File: src/rtl/stream_config_ctrl.sv
// Register-mapped sequencer: stages config-bus writes and issues each committed value
// exactly once on its ready/valid channel (in_select, out_select, data_type, buffer).
module stream_config_ctrl #(
  parameter int unsigned NUM_SELECT = 4,
  parameter int unsigned TYPE_BITS = 4,
  parameter int unsigned BUF_BITS = 96,
  parameter int unsigned AXI_ADDR_BITS = 32,
  parameter logic [AXI_ADDR_BITS-1:0] BASE_ADDR = 32'h0000_0040,
  parameter int unsigned CNT_BITS = 16,
  localparam int unsigned SEL_BITS = (NUM_SELECT > 1) ? $clog2(NUM_SELECT) : 1,
  localparam int unsigned AXIL_DATA_BITS = 64
) (
  input  logic                      clk,
  input  logic                      rst,
  input  logic [AXI_ADDR_BITS-1:0]  cfg_addr,
  input  logic [AXIL_DATA_BITS-1:0] cfg_data,
  input  logic                      cfg_valid,
  output logic [SEL_BITS-1:0]       in_sel_data,
  output logic                      in_sel_valid,
  input  logic                      in_sel_ready,
  output logic [SEL_BITS-1:0]       out_sel_data,
  output logic                      out_sel_valid,
  input  logic                      out_sel_ready,
  output logic [TYPE_BITS-1:0]      type_data,
  output logic                      type_valid,
  input  logic                      type_ready,
  output logic [BUF_BITS-1:0]       buf_data,
  output logic                      buf_valid,
  input  logic                      buf_ready,
  output logic                      busy,
  output logic [CNT_BITS-1:0]       overflow_cnt
);

  logic [SEL_BITS-1:0]  in_stg_q, in_stg_d, out_stg_q, out_stg_d;
  logic [TYPE_BITS-1:0] type_stg_q, type_stg_d;
  logic [BUF_BITS-1:0]  buf_stg_q, buf_stg_d;
  logic [SEL_BITS-1:0]  in_sel_q, in_sel_d, out_sel_q, out_sel_d;
  logic [TYPE_BITS-1:0] type_q, type_d;
  logic [BUF_BITS-1:0]  buf_q, buf_d;
  logic [3:0]           valid_q, valid_d;
  logic [CNT_BITS-1:0]  cnt_q, cnt_d;
  logic                 busy_q, busy_d;

  logic                 hit_s;
  logic [2:0]           word_s;
  logic [3:0]           commit_s, load_s, ready_s;
  logic [2:0]           drop_s;
  logic [CNT_BITS:0]    sum_s;
  logic                 unused_addr_bits;

  assign ready_s = {buf_ready, type_ready, out_sel_ready, in_sel_ready};
  assign unused_addr_bits = ^cfg_addr[2:0];

  // Decode, staging updates, per-channel commit/handshake and overflow accounting
  always_comb begin
    in_stg_d   = in_stg_q;
    out_stg_d  = out_stg_q;
    type_stg_d = type_stg_q;
    buf_stg_d  = buf_stg_q;
    valid_d    = valid_q;
    load_s     = 4'b0000;
    drop_s     = 3'd0;
    hit_s      = cfg_valid && (cfg_addr[AXI_ADDR_BITS-1:6] == BASE_ADDR[AXI_ADDR_BITS-1:6]);
    // Word 7 doubles as the "nothing to do" code for misses
    word_s     = hit_s ? cfg_addr[5:3] : 3'd7;
    commit_s   = (word_s == 3'd5) ? cfg_data[3:0] : 4'b0000;
    case (word_s)
      3'd0:    in_stg_d = cfg_data[SEL_BITS-1:0];
      3'd1:    out_stg_d = cfg_data[SEL_BITS-1:0];
      3'd2:    type_stg_d = cfg_data[TYPE_BITS-1:0];
      3'd3:    buf_stg_d[63:0] = cfg_data;
      3'd4:    buf_stg_d[BUF_BITS-1:64] = cfg_data[BUF_BITS-65:0];
      default: buf_stg_d = buf_stg_q;
    endcase
    for (int c = 0; c < 4; c++) begin
      if (commit_s[c]) begin
        if (valid_q[c] && !ready_s[c]) begin
          drop_s = drop_s + 3'd1;
        end else begin
          load_s[c]  = 1'b1;
          valid_d[c] = 1'b1;
        end
      end else if (ready_s[c]) begin
        valid_d[c] = 1'b0;
      end else begin
        valid_d[c] = valid_q[c];
      end
    end
    in_sel_d  = load_s[0] ? in_stg_q : in_sel_q;
    out_sel_d = load_s[1] ? out_stg_q : out_sel_q;
    type_d    = load_s[2] ? type_stg_q : type_q;
    buf_d     = load_s[3] ? buf_stg_q : buf_q;
    sum_s     = {1'b0, cnt_q} + {{(CNT_BITS-2){1'b0}}, drop_s};
    cnt_d     = sum_s[CNT_BITS] ? {CNT_BITS{1'b1}} : sum_s[CNT_BITS-1:0];
    busy_d    = |valid_d;
  end

  // State registers with synchronous reset
  always_ff @(posedge clk) begin
    if (rst) begin
      in_stg_q   <= '0;
      out_stg_q  <= '0;
      type_stg_q <= '0;
      buf_stg_q  <= '0;
      in_sel_q   <= '0;
      out_sel_q  <= '0;
      type_q     <= '0;
      buf_q      <= '0;
      valid_q    <= 4'b0000;
      cnt_q      <= '0;
      busy_q     <= 1'b0;
    end else begin
      in_stg_q   <= in_stg_d;
      out_stg_q  <= out_stg_d;
      type_stg_q <= type_stg_d;
      buf_stg_q  <= buf_stg_d;
      in_sel_q   <= in_sel_d;
      out_sel_q  <= out_sel_d;
      type_q     <= type_d;
      buf_q      <= buf_d;
      valid_q    <= valid_d;
      cnt_q      <= cnt_d;
      busy_q     <= busy_d;
    end
  end

  assign in_sel_data   = in_sel_q;
  assign out_sel_data  = out_sel_q;
  assign type_data     = type_q;
  assign buf_data      = buf_q;
  assign in_sel_valid  = valid_q[0];
  assign out_sel_valid = valid_q[1];
  assign type_valid    = valid_q[2];
  assign buf_valid     = valid_q[3];
  assign busy          = busy_q;
  assign overflow_cnt  = cnt_q;

endmodule

File: config.mk
export PLATFORM = sky130hd
export DESIGN_NAME = stream_config_ctrl
export DESIGN_NICKNAME = d
export VERILOG_FILES = /design/src/rtl/stream_config_ctrl.sv
export SDC_FILE = /design/constraint.sdc
export NUM_CORES = 1
export LEC_CHECK = 0
export CORE_UTILIZATION = 40
export CTS_BUF_LIST = sky130_fd_sc_hd__clkbuf_4
export DETAILED_ROUTE_END_ITERATION = 10
export PLACE_DENSITY = 0.7
export SLEW_MARGIN = 25
export SYNTH_ARGS = -nofsm -noshare
export SYNTH_HDL_FRONTEND = slang
export SYNTH_SLANG_ARGS = --single-unit
File: constraint.sdc
create_clock -name clk -period 5.4 [get_ports clk]
set_input_delay 1.08 -clock clk [delete_from_list [all_inputs] [get_ports clk]]
set_output_delay 1.08 -clock clk [all_outputs]
set_load 0.02 [all_outputs]
== Word level (Yosys, flattened, before mapping) ==
Index checks and enable logic that the tools add are counted.

* Register bits after elaboration: 229
* Input bits: 103
* Word-level logic and storage cells: 64

* Add/sub/neg operators: 4
* Equality and inequality tests: 6
* Mux-type cells: 31
* Reductions and logical operators: 11

{| class="wikitable"
|+ Operator list
! operator !! count
|-
| == test 26 x 1 -> 1 bit (second input constant) || 1
|-
| 2-to-1 mux 1 bit || 22
|-
| 2-to-1 mux 3 bit || 7
|-
| adder 16 x 3 -> 17 bit || 1
|-
| 2-to-1 mux 16 bit || 1
|-
| adder 3 x 1 -> 3 bit (second input constant) || 3
|-
| == test 3 x 2 -> 1 bit (second input constant) || 2
|-
| == test 3 bit (second input constant) || 2
|-
| logical AND 1 bit || 5
|-
| logical NOT 1 bit || 4
|-
| 2-to-1 mux 4 bit || 1
|-
| OR reduction 4 bit || 1
|-
| == test 3 x 1 -> 1 bit (second input constant) || 1
|-
| logical NOT 3 bit || 1
|}

== Logic depth before layout (Yosys ltp) ==
Gate-level depths: netlist (run 1).

* Word-level depth: 17
* Mapped depth: 22
* Depth with buffers taken out: 19

== Least setup slack after synthesis (run 1) ==
OpenSTA, ideal clock, no wires.

* Path kind: in2reg
* Start point: input cfg_addr[10]
* End point: register cnt_q[11] (netlist: overflow_cnt[11])
* Library setup time: 74 ps
* Arrival time: 5,265 ps
* Required time: 5,326 ps
* Slack: 61 ps
* Stages: 22
* Path through: nor4_2 and4_1 buf_4 buf_4 and4_1 ha_1 a22oi_1 nor2_1 ha_1 inv_1 mux2_2 nor2_1 ha_1 inv_1 mux2_2 or2_1 fa_1 nand2b_1 a21oi_1 nand3_1 clkbuf_1 a31oi_1

* Longest elaborated chain between the ends: 17

{| class="wikitable"
|+ Ends and longest elaborated chain
! item !! line !! text
|-
| from (decl) || 15 || <nowiki>input logic [AXI_ADDR_BITS-1:0] cfg_addr,</nowiki>
|-
| == test 26 x 1 -> 1 bit * || 63 || <nowiki>hit_s = cfg_valid && (cfg_addr[AXI_ADDR_BITS-1:6] == BASE_ADDR[AXI_ADDR_BITS-1:6]);</nowiki>
|-
| logical AND 1 bit * || 63 ||
|-
| 2-to-1 mux 3 bit * || 65 || <nowiki>word_s = hit_s ? cfg_addr[5:3] : 3'd7;</nowiki>
|-
| == test 3 bit * || 66 || <nowiki>commit_s = (word_s == 3'd5) ? cfg_data[3:0] : 4'b0000;</nowiki>
|-
| 2-to-1 mux 4 bit * || 66 ||
|-
| 2-to-1 mux 1 bit || 76 || <nowiki>if (commit_s[c]) begin</nowiki>
|-
| adder 3 x 1 -> 3 bit || 78 || <nowiki>drop_s = drop_s + 3'd1;</nowiki>
|-
| 2-to-1 mux 3 bit || 77 || <nowiki>if (valid_q[c] && !ready_s[c]) begin</nowiki>
|-
| 2-to-1 mux 3 bit || 76 ||
|-
| adder 3 x 1 -> 3 bit || 78 ||
|-
| 2-to-1 mux 3 bit || 77 ||
|-
| 2-to-1 mux 3 bit || 76 ||
|-
| adder 3 x 1 -> 3 bit || 78 ||
|-
| 2-to-1 mux 3 bit || 77 ||
|-
| 2-to-1 mux 3 bit * || 76 ||
|-
| adder 16 x 3 -> 17 bit * || 93 || <nowiki>sum_s = {1'b0, cnt_q} + {{(CNT_BITS-2){1'b0}}, drop_s};</nowiki>
|-
| 2-to-1 mux 16 bit * || 94 || <nowiki>cnt_d = sum_s[CNT_BITS] ? {CNT_BITS{1'b1}} : sum_s[CNT_BITS-1:0];</nowiki>
|-
| to (signal assigned) || 122 || <nowiki>cnt_q <= cnt_d;</nowiki>
|-
| to (decl) || 41 || <nowiki>logic [CNT_BITS-1:0] cnt_q, cnt_d;</nowiki>
|}

Every way passes the cells marked *; elsewhere a longest branch is shown, timed or not.
A chain may end at the register's enable or synchronous reset.

== Worst setup path after layout (run 1) ==
* Start point: input cfg_addr[17]
* End point: register cnt_q[7] (netlist: overflow_cnt[7])

Same word-level chain as after synthesis.

==> results of run 1 <==
==> cells by family (layout without fill, tap and decap cells) <==
group	count (synthesis)	in the layout	share of synthesized area
compound gates	453	453	0.263
xor+xnor	9	9	0.00934
fa+ha+maj	7	7	0.00946
buf+inv	158	374	0.0773
flops	229	229	0.456
mux	3	3	0.00336
simple gates	300	300	0.181
==> worst max-delay path: cells and delay by family <==
kind / cells / cell delay (ns)
adder cells (fa/ha/maj): 4 / 1.08
multiplexers: 2 / 0.52
AND/OR/NAND/NOR: 8 / 1.61
AO/OA/AOI/OAI: 3 / 0.66
buffers and inverters: 4 / 0.68
==> power by group through the flow <==
stage	sequential, mW	combinational, mW	clock [mW]
floorplan	1.73	0.0584	0
global placement	1.73	0.165	0
detailed placement	1.73	0.168	0
CTS	1.69	0.169	1.52
global route	1.69	0.179	1.61
finish	1.69	0.170	1.48
==> state kept, by name, summed over array words and instances (netlist names) <==
name / count
buf_stg_q: 96
valid_q: 4
overflow_cnt: 16
busy: 1
in_stg_q: 2
type_stg_q: 4
buf_data: 96
out_sel_data: 2
in_sel_data: 2
type_data: 4
out_stg_q: 2
==> metal layers <==
metal | vias up | part of all wire | global-route usage | routed length (um)
met1 | 4822 | 0.42 | 0.298 | 13000
li1 | 4813 | - | - | -
met3 | 60 | 0.073 | 0.0529 | 2290
met5 | - | 0 | 0 | 0
met4 | 0 | 0.026 | 0.0887 | 830
met2 | 399 | 0.49 | 0.392 | 15200
==> Yosys cell counts (2+ instances only) <==
cell type	instances	area share
nor3b_1	2	0.0015
buf_4	24	0.018
nor3_1	3	0.0015
inv_1	7	0.0026
a211oi_1	2	0.0015
or2_2	2	0.0012
or3_1	3	0.0019
dfxtp_1	229	0.46
nand3_1	81	0.040
and4_1	8	0.0070
buf_2	56	0.028
clkbuf_1	67	0.025
a31oi_1	10	0.0062
nor2b_1	11	0.0068
nand4_2	2	0.0025
mux2_2	3	0.0034
nor4b_2	2	0.0030
and3_1	3	0.0019
nor4_2	4	0.0050
a21o_1	2	0.0015
nor2_1	15	0.0056
nor4_1	2	0.0012
or4_1	2	0.0015
and3b_1	2	0.0017
nand2b_1	5	0.0031
nand2_1	7	0.0026
a21oi_1	221	0.11
nand4_1	142	0.088
o31ai_1	137	0.10
xor2_1	3	0.0026
buf_6	3	0.0034
xnor2_1	5	0.0044
o21ai_0	77	0.038
ha_1	6	0.0075
==> cell type report <==
type,instances,area (um^2),area share
Multi-Input combinational cell,772,4720,0.361
Clock inverter,13,58.8,0.00449
Inverter,7,26.3,0.00201
Timing Repair Buffer,262,2610,0.199
Sequential cell,229,4580,0.350
Clock buffer,92,691,0.0527
Tap cell,324,405,0.0310
==> stage by stage <==
stage          worst slack [ns]  instance area, um^2  std cells
2_1_floorplan            0.0610                10100       1159
3_3_place_gp             -0.224                12300       1592
3_5_place_dp             -0.317                12300       1594
4_1_cts                   0.344                13100       1699
5_1_grt                 0.00932                13100       1699
6_report                  0.315                13100       1699
==> final timing paths <==
check | cells after the start | to | from
max | 21 | overflow_cnt[7] | cfg_addr[17]
min | 2 | buf_data[0] | buf_stg_q[0]
max reg2reg | 19 | overflow_cnt[7] | valid_q[0]
min reg2reg | 2 | buf_data[0] | buf_stg_q[0]
==> results.sh, run 1 <==
export IMPL_status="finished, final reports clean"
export IMPL_synth_area_um2=10100
export IMPL_cp_common_cell="ha_1"
export IMPL_fmax_ghz=0.197
export IMPL_critPathLaunchType="input port"
export IMPL_grt_overflow=0
export IMPL_hold_ws_ns=0.451
export IMPL_synth_seq_cells=229
export IMPL_vias=10100
export IMPL_end_kind="flop"
export IMPL_critical_path_max_stage_delay_ns=0.45
export IMPL_syn_num_nets=1269
export IMPL_die_h_um=161
export IMPL_final_util=0.535
export IMPL_cts_tree="yes"
export IMPL_switching_power_mw=0.803
export IMPL_grt_pass1_wl_um=50300
export IMPL_regToRegSetupSlack_ns=1.25
export IMPL_critPathArrivalTime_ns=5.66
export IMPL_diodes=0
export IMPL_antenna_left=0
export IMPL_swShare=0.240
export IMPL_period_share=0.942
export IMPL_hold_path_class="reg2reg"
export IMPL_wl_per_cell_um=18.4
export IMPL_clkSinkCount=229
export IMPL_cp_required_ns=5.98
export IMPL_gp_congestion=0.842
export IMPL_synth_ff_type="dfxtp_1"
export IMPL_first_global_vias=9738
export IMPL_crit_path_max_fanout=9
export IMPL_first_pass_iters=5
export IMPL_cap_violations=0
export IMPL_fillers=2279
export IMPL_drive_gt1_frac=0.112
export IMPL_drc=0
export IMPL_die_area_um2=25800
export IMPL_core_area_um2=24500
export IMPL_clk_pin_slew_ns=0.07
export IMPL_viasPerCell=5.94
export IMPL_mostFrequentLayoutCells="dfxtp_1, clkdlybuf4s50_1, a21oi_1, nand4_1, o31ai_1"
export IMPL_clkPwrFrac=0.444
export IMPL_initial_core_util=0.411
export IMPL_ys_warn_count=0
export IMPL_grtUsageTotal=0.236
export IMPL_p_per_area_nw_per_um2=255
export IMPL_max_slew_margin=0.338
export IMPL_syn_area_per_cell_um2=8.67
export IMPL_wl_um=31300
export IMPL_row_count=57
export IMPL_finalSetupTns_ns=0
export IMPL_combPwrFrac=0.051
export IMPL_period_minus_slack_ns=5.09
export IMPL_io_buffer_count=224
export IMPL_power_frac_seq=0.505
export IMPL_drv_slew=0
export IMPL_yosysSeqAreaShare=0.456
export IMPL_htree_levels=2
export IMPL_cp_cell_sequence="clkdlybuf4s50_1 > nor4_2 > and4_4 > and4_1 > ha_1 > a22oi_1 > nor2_1 > ha_1 > inv_1 > mux2_2 > nor2_1 > ha_1 > inv_1 > mux2_2 > or2_1 > fa_1 > nand2b_1 > a21oi_1 > nand3_1 > buf_4 > a31oi_1"
export IMPL_root_buffer="clkbuf_4"
export IMPL_crit_slowest_cell="fa_1"
export IMPL_area_delta_synth_final_pct=30.3
export IMPL_finalHoldViolCount=0
export IMPL_ir_drop_uv=123
export IMPL_cts_setup_buffers=0
export IMPL_antenna_found_initial=0
export IMPL_leakagePower_nw=4.05
export IMPL_p_int_mw=2.54
export IMPL_ys_types=45
export IMPL_fp_dieW_um=161
export IMPL_grt_max_degree=214
export IMPL_power_mw=3.34
export IMPL_io_pins=228
export IMPL_setup_violations=0
export IMPL_fin_skew_ns=0.0592
export IMPL_nNetsFinal=1443
export IMPL_postSynthCellCount=1159
export IMPL_cts_buffers=61
export IMPL_rsz0062_at_grt="no"
export IMPL_dpl_hpwl_um=18500
export IMPL_worst_skew_pair_late_latency_ns=0.72
export IMPL_hold_buffers=0
export IMPL_crit_type="in2reg"
export IMPL_final_common_cell="dfxtp_1"
export IMPL_clk_path_buf_depth=3
export IMPL_async_reset_ff_frac=0
export IMPL_worst_pin_slew_ns=0.993
export IMPL_synth_edf_count=0
export IMPL_drtIter0Drc=1065
export IMPL_ctsResizeCount=0
(Power assumes the default switching activity.)
==> inputs of run 2 (changes only) <==
- CORE_UTILIZATION: 40 -> 35
- MAX_ROUTING_LAYER: default -> met4
- PLACE_DENSITY: 0.7 -> 0.63
==> run 2 against run 1 <==
Non-clock buffer count is 3 higher. Combinational power hardly changed. Cell count is 4.1% higher.
==> results.sh, run 2 (synthesis results as in run 1) <==
export IMPL_status="finished, final reports clean"
export IMPL_ctsResizeCount=0
export IMPL_cp_common_cell="ha_1"
export IMPL_dpl_hpwl_um=19100
export IMPL_antenna_left=0
export IMPL_cts_buffers=66
export IMPL_leakagePower_nw=4.12
export IMPL_worst_pin_slew_ns=1.02
export IMPL_period_share=0.930
export IMPL_drc=0
export IMPL_max_slew_margin=0.323
export IMPL_cp_cell_sequence="clkdlybuf4s50_1 > nor4b_2 > buf_4 > and4_4 > and4_1 > ha_1 > a22oi_1 > nor2_1 > ha_1 > inv_1 > mux2_2 > nor2_1 > ha_1 > inv_1 > mux2_2 > or2_1 > fa_1 > nand2b_1 > a21oi_1 > buf_4 > a31oi_1 > a311oi_1"
export IMPL_grt_overflow=0
export IMPL_finalHoldViolCount=0
export IMPL_io_pins=228
export IMPL_drv_slew=0
export IMPL_clk_pin_slew_ns=0.06
export IMPL_cp_required_ns=5.95
export IMPL_root_buffer="clkbuf_4"
export IMPL_antenna_found_initial=4
export IMPL_grtUsageTotal=0.223
export IMPL_fp_dieW_um=171
export IMPL_end_kind="flop"
export IMPL_hold_path_class="reg2reg"
export IMPL_crit_family="simple AND/OR/NAND/NOR gates"
export IMPL_p_per_area_nw_per_um2=269
export IMPL_crit_type="in2reg"
export IMPL_power_mw=3.59
export IMPL_drive_gt1_frac=0.120
export IMPL_finalSetupTns_ns=0
export IMPL_wl_um=32800
export IMPL_wl_per_cell_um=18.5
export IMPL_mostFrequentLayoutCells="dfxtp_1, clkdlybuf4s50_1, a21oi_1, nand4_1, o31ai_1"
export IMPL_row_count=61
export IMPL_gp_congestion=0.819
export IMPL_vias=10100
export IMPL_fin_skew_ns=0.0321
export IMPL_critPathLaunchType="input port"
export IMPL_fillers=2796
export IMPL_rsz0062_at_grt="no"
export IMPL_cap_violations=0
export IMPL_core_area_um2=28000
export IMPL_viasPerCell=5.74
export IMPL_nNetsFinal=1451
export IMPL_crit_path_max_fanout=3
export IMPL_io_buffer_count=224
export IMPL_crit_slowest_cell="fa_1"
export IMPL_final_common_cell="dfxtp_1"
export IMPL_fmax_ghz=0.199
export IMPL_hold_buffers=0
export IMPL_first_pass_iters=5
export IMPL_critPathBufInv=5
export IMPL_stdcell_area_um2=13300
export IMPL_final_util=0.476
export IMPL_grt_pass1_wl_um=50900
export IMPL_die_area_um2=29400
export IMPL_grt_max_degree=214
export IMPL_first_global_vias=9595
export IMPL_cts_tree="yes"
export IMPL_worst_skew_pair_late_latency_ns=0.66
export IMPL_setup_violations=0
export IMPL_setup_ws_ns=0.379
export IMPL_drtIter0Drc=735
export IMPL_die_h_um=171
export IMPL_clk_path_buf_depth=3
export IMPL_placed_area_um2=12400
export IMPL_critical_path_max_stage_delay_ns=0.44
export IMPL_initial_core_util=0.359
export IMPL_period_minus_slack_ns=5.02
export IMPL_area_delta_synth_final_pct=32.6
export IMPL_cts_setup_buffers=0
export IMPL_pre_cts_slack_ns=-0.325
export IMPL_clkSinkCount=229
export IMPL_ir_drop_uv=161
export IMPL_critPathArrivalTime_ns=5.57
export IMPL_htree_levels=3
run 2: changes by cell type in the layout (fill, tap and decap cells not counted), sizes merged:
cell      change
diode         +4
buf           +4
clkinv        -3
clkinvlp      +3
clkbuf        +5
bufinv        +3
run 2: stage by stage:
stage	hold slack, ns	std cells
floorplan	0.444	1159
global placement	0.452	1649
detailed placement	0.457	1650
CTS	0.446	1764
global route	0.469	1769
finish	0.458	1769
run 2: worst reg2reg max path: cells and delay by family, from the launching register on:
kind                       cells  cell delay (ns)
DFF                            1             0.32
muxes                          2             0.52
adders and majority gates      4             1.10
buffers and inverters          3             0.23
AOI/OAI and AO/OA              4             0.77
and+or+nand+nor                6             1.02
run 2: area by class of cell:
| cell class | instances | area (um^2) | area share |
|---|---|---|---|
| Antenna cell | 4 | 10.0 | 0.000751 |
| Clock buffer | 98 | 736 | 0.0552 |
| Multi-Input combinational cell | 772 | 4720 | 0.354 |
| Timing Repair Buffer | 265 | 2630 | 0.197 |
| Sequential cell | 229 | 4580 | 0.344 |
| Inverter | 7 | 26.3 | 0.00197 |
| Tap cell | 378 | 473 | 0.0355 |
| Clock inverter | 16 | 150 | 0.0113 |
run 2: routing by layer:
metal / part of all wire / global-route usage / vias to the layer above
li1: - / - / 4823
met1: 0.43 / 0.272 / 4918
met4: 0.018 / 0.0780 / 0
met3: 0.071 / 0.0555 / 51
met2: 0.48 / 0.355 / 356
met5: 0 / - / -
run 2: worst paths after layout:
kind | start | endpoint | slack, ns | cells past startpoint
max | cfg_addr[7] | overflow_cnt[14] | 0.38 | 22
min | buf_stg_q[3] | buf_data[3] | 0.46 | 2
max reg2reg | valid_q[0] | overflow_cnt[14] | 1.36 | 19
min reg2reg | buf_stg_q[3] | buf_data[3] | 0.46 | 2
run 2: power by group:
group | total, mW | internal [mW] | leakage, nW | switching, mW
clock | 1.73 | 0.973 | 0.512 | 0.754
combinational | 0.173 | 0.0793 | 1.76 | 0.0934
sequential | 1.69 | 1.69 | 1.84 | 0.000000000584
total | 3.59 | 2.74 | 4.12 | 0.847
==> patch 1 (settings of run 1) <==
Put one more register stage on the output `overflow_cnt`, with the module's reset. The value now appears one clock later. The other outputs are not delayed to match.
--- a/src/rtl/stream_config_ctrl.sv
+++ b/src/rtl/stream_config_ctrl.sv
@@ -135,3 +135,9 @@
   assign busy          = busy_q;
-  assign overflow_cnt  = cnt_q;
+  always_ff @(posedge clk) begin
+    if (rst) begin
+      overflow_cnt <= '0;
+    end else begin
+      overflow_cnt <= cnt_q;
+    end
+  end
 
Function: changed (a bounded check fails within 4 cycles, from zero or initial values and one cycle with rst high).
==> patch 1 against run 1 <==
Design area grew 3.7%. Worst setup slack gained 0.0020 ns. First-iteration DRC count fell by 0.38%. Synthesized cell count grew 2.3%. Sequential power increased by 7%. Total power is 6.6% higher. Sequential cell count is 16 higher. Routed wire length grew 3.6%. Area after synthesis rose by 3.5%. Critical path type unchanged. Critical endpoint is now cnt_q[11]. Largest cell class is now registers. Highest routed layer is now met5.
==> patch 1: results (changes against run 1) <==
- M1 GR Usage: 29.8% (+0.044 points)
- TritonRoute pass-1 iters: 6 (+1)
- Pint: 0.00271 W (+6.7%)
- Number of global-route vias before repair: 9730 (-0.082%)
- Rel. slew slack: 29.2% (-4.7 points)
- Routability congestion estimate: 0.858 (+2.0%)
- Syn. warnings: 0 (unchanged)
- GR Util met2: 37.8% (-1.4 points)
- Final Non-Filler Cells: 1731 (+1.9%)
- Synth cell types: 51 (+13%)
- Initial drt markers: 1061 (-0.38%)
- Status: completed
- Worst vdd ir: 0.129 mV (+4.7%)
- DR WL met3: 2.32 mm (+1.5%)
- Post-CTS setup buffer count: 0 (unchanged)
- Setup WS pre-CTS: -0.330 ns (-0.0130 ns)
- Top sig layer: met5
- Synth area leaders: dfxtp_1 47%, a21oi_1 10%, o31ai_1 10%, nand4_1 8.5%, nand3_1 3.8%
- First-pass GRT wire length: 50.5 mm (+0.41%)
- Area post-placement: 12800 um^2 (+3.8%)
- H-tree levels: 3 (+1)
- Main power group: sequential cells
- CP Max Fanout: 6 (-3)
- Post-synth top cells: 245 x dfxtp_1, 214 x a21oi_1, 142 x nand4_1
- Largest stage delay on the critical path: 0.56 ns (+0.11 ns)
- Largest net degree at the start of global routing: 155 (-28%)
- Die width: 163 um (+1.7%)
- Worst-path clk slew: 0.06 ns
- Total Routing Usage GR: 23.4% (-0.22 points)
- Wl on met1: 13.9 mm (+6.7%)
- Fraction of registers with async set/reset: 0% (unchanged)
- Post-DP HPWL: 18.8 mm (+2.0%)
- Combinational power share: 4.9% (-0.2 points)
- Clk_skew: 0.0409 ns (-0.0184 ns)
- Clk buf depth: 3 (unchanged)
- Clk_lat worst skew: 0.66 ns (-0.06 ns)
- Leakage power: 4.21 nW (+4.0%)
- Number of vias per cell: 5.99 (+0.79%)
- Placed cells: 1627 (+2.1%)
- Cells after synthesis: 1186 (+2.3%)
- Met2 WL: 15.4 mm (+1.3%)
- Seq/Total Area, Yosys: 47.1% (+1.5 points)
- Antenna violations before repair: 5 (+5)
- Critical path arrival: 5.66 ns (about the same)
- Met3 global-route usage: 6.09% (+0.80 points)
- Clk root buf: clkbuf_4
- Worst Hold Class: reg -> reg
- Nets: 1475 (+2.2%)
- Resized cells post-CTS: 0 (unchanged)
- Syn nets: 1296 (+2.1%)
- Port Buffers: 224 (unchanged)
- Slowest CP cell: or4_4
- Routed len/inst: 18.8 um (+1.7%)
- Share of post-route cells with drive strength above 1: 12.4% (+1.2 points)
- TritonCTS Buffers: 66 (+8.2%)
- Delay-heaviest family, CP: simple AND/OR/NAND/NOR gates
- Power share of the sequential group: 50.7% (+0.2 points)
- Top_reg_cell synth: dfxtp_1
- Seq power: 0.00181 W (+7%)
-- patch 1: logic make-up (layout without fill, tap and decap cells) --
family	after synthesis	in the layout	synth area share (%)
simple gates	310	310	18.2
xor+xnor	9	9	0.902
compound gates	454	454	26.1
other cells	0	2	0
buf+inv	158	371	6.46
mux	3	3	0.325
fa+ha+maj	7	7	0.914
flops	245	245	47.1
-- patch 1: path summary, 6_finish.rpt --
kind	start	end	slack, ns	cells past startpoint
worst max-delay path	cfg_addr[17]	cnt_q[11]	0.32	21
worst min register to register	buf_stg_q[12]	buf_data[12]	0.44	2
worst max register to register	valid_q[1]	cnt_q[11]	1.27	18
worst min-delay path	buf_stg_q[12]	buf_data[12]	0.44	2
-- patch 1: area by class of cell --
type	count	area, um^2
diodes	2	5.00
multi-input cells	783	4870
inverters	5	18.8
clock buffers	92	691
well taps	330	413
fillers	2389	11800
clock inverters	10	67.6
flip-flops and latches	245	4900
repair buffers	264	2610
==> patch 2 (config.mk and constraints of run 1) <==
Made on the original files. Change the parameter `TYPE_BITS` from 4 to 5.
--- a/src/rtl/stream_config_ctrl.sv
+++ b/src/rtl/stream_config_ctrl.sv
@@ -4,3 +4,3 @@
   parameter int unsigned NUM_SELECT = 4,
-  parameter int unsigned TYPE_BITS = 4,
+  parameter int unsigned TYPE_BITS = 5,
   parameter int unsigned BUF_BITS = 96,
Interface: changed (resized type_data); port bits go from 228 to 229. No check against the original RTL was run, so the function may have changed too.
==> patch 2 against run 1 <==
Worst setup slack improved by 0.19 ns. Design area is 0.95% higher. Synthesized cell count up 0.69%. Register-to-register slack gained 0.17 ns. Sequential cell count is 2 higher. Total power fell by 0.44%. Global-route usage rose by 0.14 points. Clock skew decreased by 0.021 ns. Routed wire length grew 5.4%. Area after synthesis up 3.2%. Sequential share of layout area hardly changed. Largest cell class unchanged.
==> patch 2: results (changes against run 1) <==
- Status: completed
- Post-CTS setup buffer count: 0 (unchanged)
- Clock share of power: 43.6% (-0.8 points)
- Clk_skew: 0.0383 ns (-0.0209 ns)
- Total power: 0.00333 W (-0.44%)
- Vias: 10200 (+0.93%)
- Max Fclk: 0.204 GHz (+3.9%)
- Slew at the pin closest to its max-slew limit: 0.981 ns (-0.0112 ns)
- Cells after synthesis: 1167 (+0.69%)
- Antenna violations before repair: 2 (+2)
- Post-DP HPWL: 19.8 mm (+7.0%)
- Leakage power: 4.04 nW (-0.29%)
- Worst-path clk slew: 0.06 ns
- Area post-placement: 12500 um^2 (+0.87%)
- Clk_lat worst skew: 0.69 ns (-0.03 ns)
- Met2 WL: 15.6 mm (+2.3%)
- Number of vias per cell: 5.96 (+0.34%)
- Placed cells: 1602 (+0.50%)
- Slowest CP cell: clkdlybuf4s50_1
- M1 GR Usage: 30.4% (+0.68 points)
- TritonCTS Buffers: 60 (-1.6%)
- Synth area leaders: dfxtp_1 45%, a21oi_1 11%, nand4_1 8.7%, o31ai_1 8.5%, nand3_1 3.9%
- Routed len/inst: 19.3 um (+4.8%)
- DR WL met3: 2.68 mm (+17%)
- Met3 global-route usage: 6.55% (+1.3 points)
- Seq/Total Area, Yosys: 44.6% (-1.0 points)
- Worst vdd ir: 0.142 mV (+15%)
- Synth cell types: 49 (+8.9%)
- Adder-cell share of the synthesized area: 0.916% (-0.030 points)
- Share of post-route cells with drive strength above 1: 12.0% (+0.85 points)
- Nets: 1446 (+0.21%)
- Initial drt markers: 1134 (+6.5%)
- Post-synthesis xor/xnor area fraction: 0.904% (-0.029 points)
- Post-synth top cells: 231 x dfxtp_1, 223 x a21oi_1, 144 x nand4_1
- Number of global-route vias before repair: 9528 (-2.2%)
- Post-synthesis mux area share: 0.326% (-0.011 points)
- First-pass GRT wire length: 50.9 mm (+1.3%)
- Compound-Gate Fraction of Synth Area: 26.7% (+0.40 points)
- Psw: 0.000805 W (+0.18%)
- GR Util met2: 38.2% (-0.94 points)
- Critical path arrival: 5.50 ns (-0.16 ns)
- Top sig layer: met5
- Setup WS pre-CTS: -0.199 ns (+0.117 ns)
- Syn nets: 1277 (+0.63%)
- Fin Hold WS: 0.464 ns (+0.0122 ns)
- Routability congestion estimate: 0.828 (-1.6%)
- Port Buffers: 225 (+0.45%)
[patch 2: cell types whose count changed after synthesis, sizes merged, moves of 2 or more]
cell	delta
buf	+3
a21oi	+2
clkbuf	-2
dfxtp	+2
o21ai	+2
or3	+2
[patch 2: cell type report]
type	instances	area (um^2)
Antenna cell	1	2.50
Clock buffer	88	661
Clock inverter	16	62.6
Fill cell	2366	12100
Inverter	8	30.0
Multi-Input combinational cell	776	4850
Sequential cell	231	4620
Tap cell	330	413
Timing Repair Buffer	259	2570
[patch 2: worst paths after layout]
check / from / to / cells past startpoint
hold / removal: buf_stg_q[79] / buf_data[79] / 2
setup reg to reg: valid_q[0] / overflow_cnt[10] / 19
setup / recovery: cfg_addr[18] / overflow_cnt[10] / 21
hold reg to reg: buf_stg_q[79] / buf_data[79] / 2
[patch 2: critical path, delay by kind of cell]
family                     cells  cell delay [ns]
and+or+nand+nor                8             1.55
adders and majority gates      4             1.05
buffers and inverters          4             0.67
AOI/OAI and AO/OA              3             0.63
muxes                          2             0.52
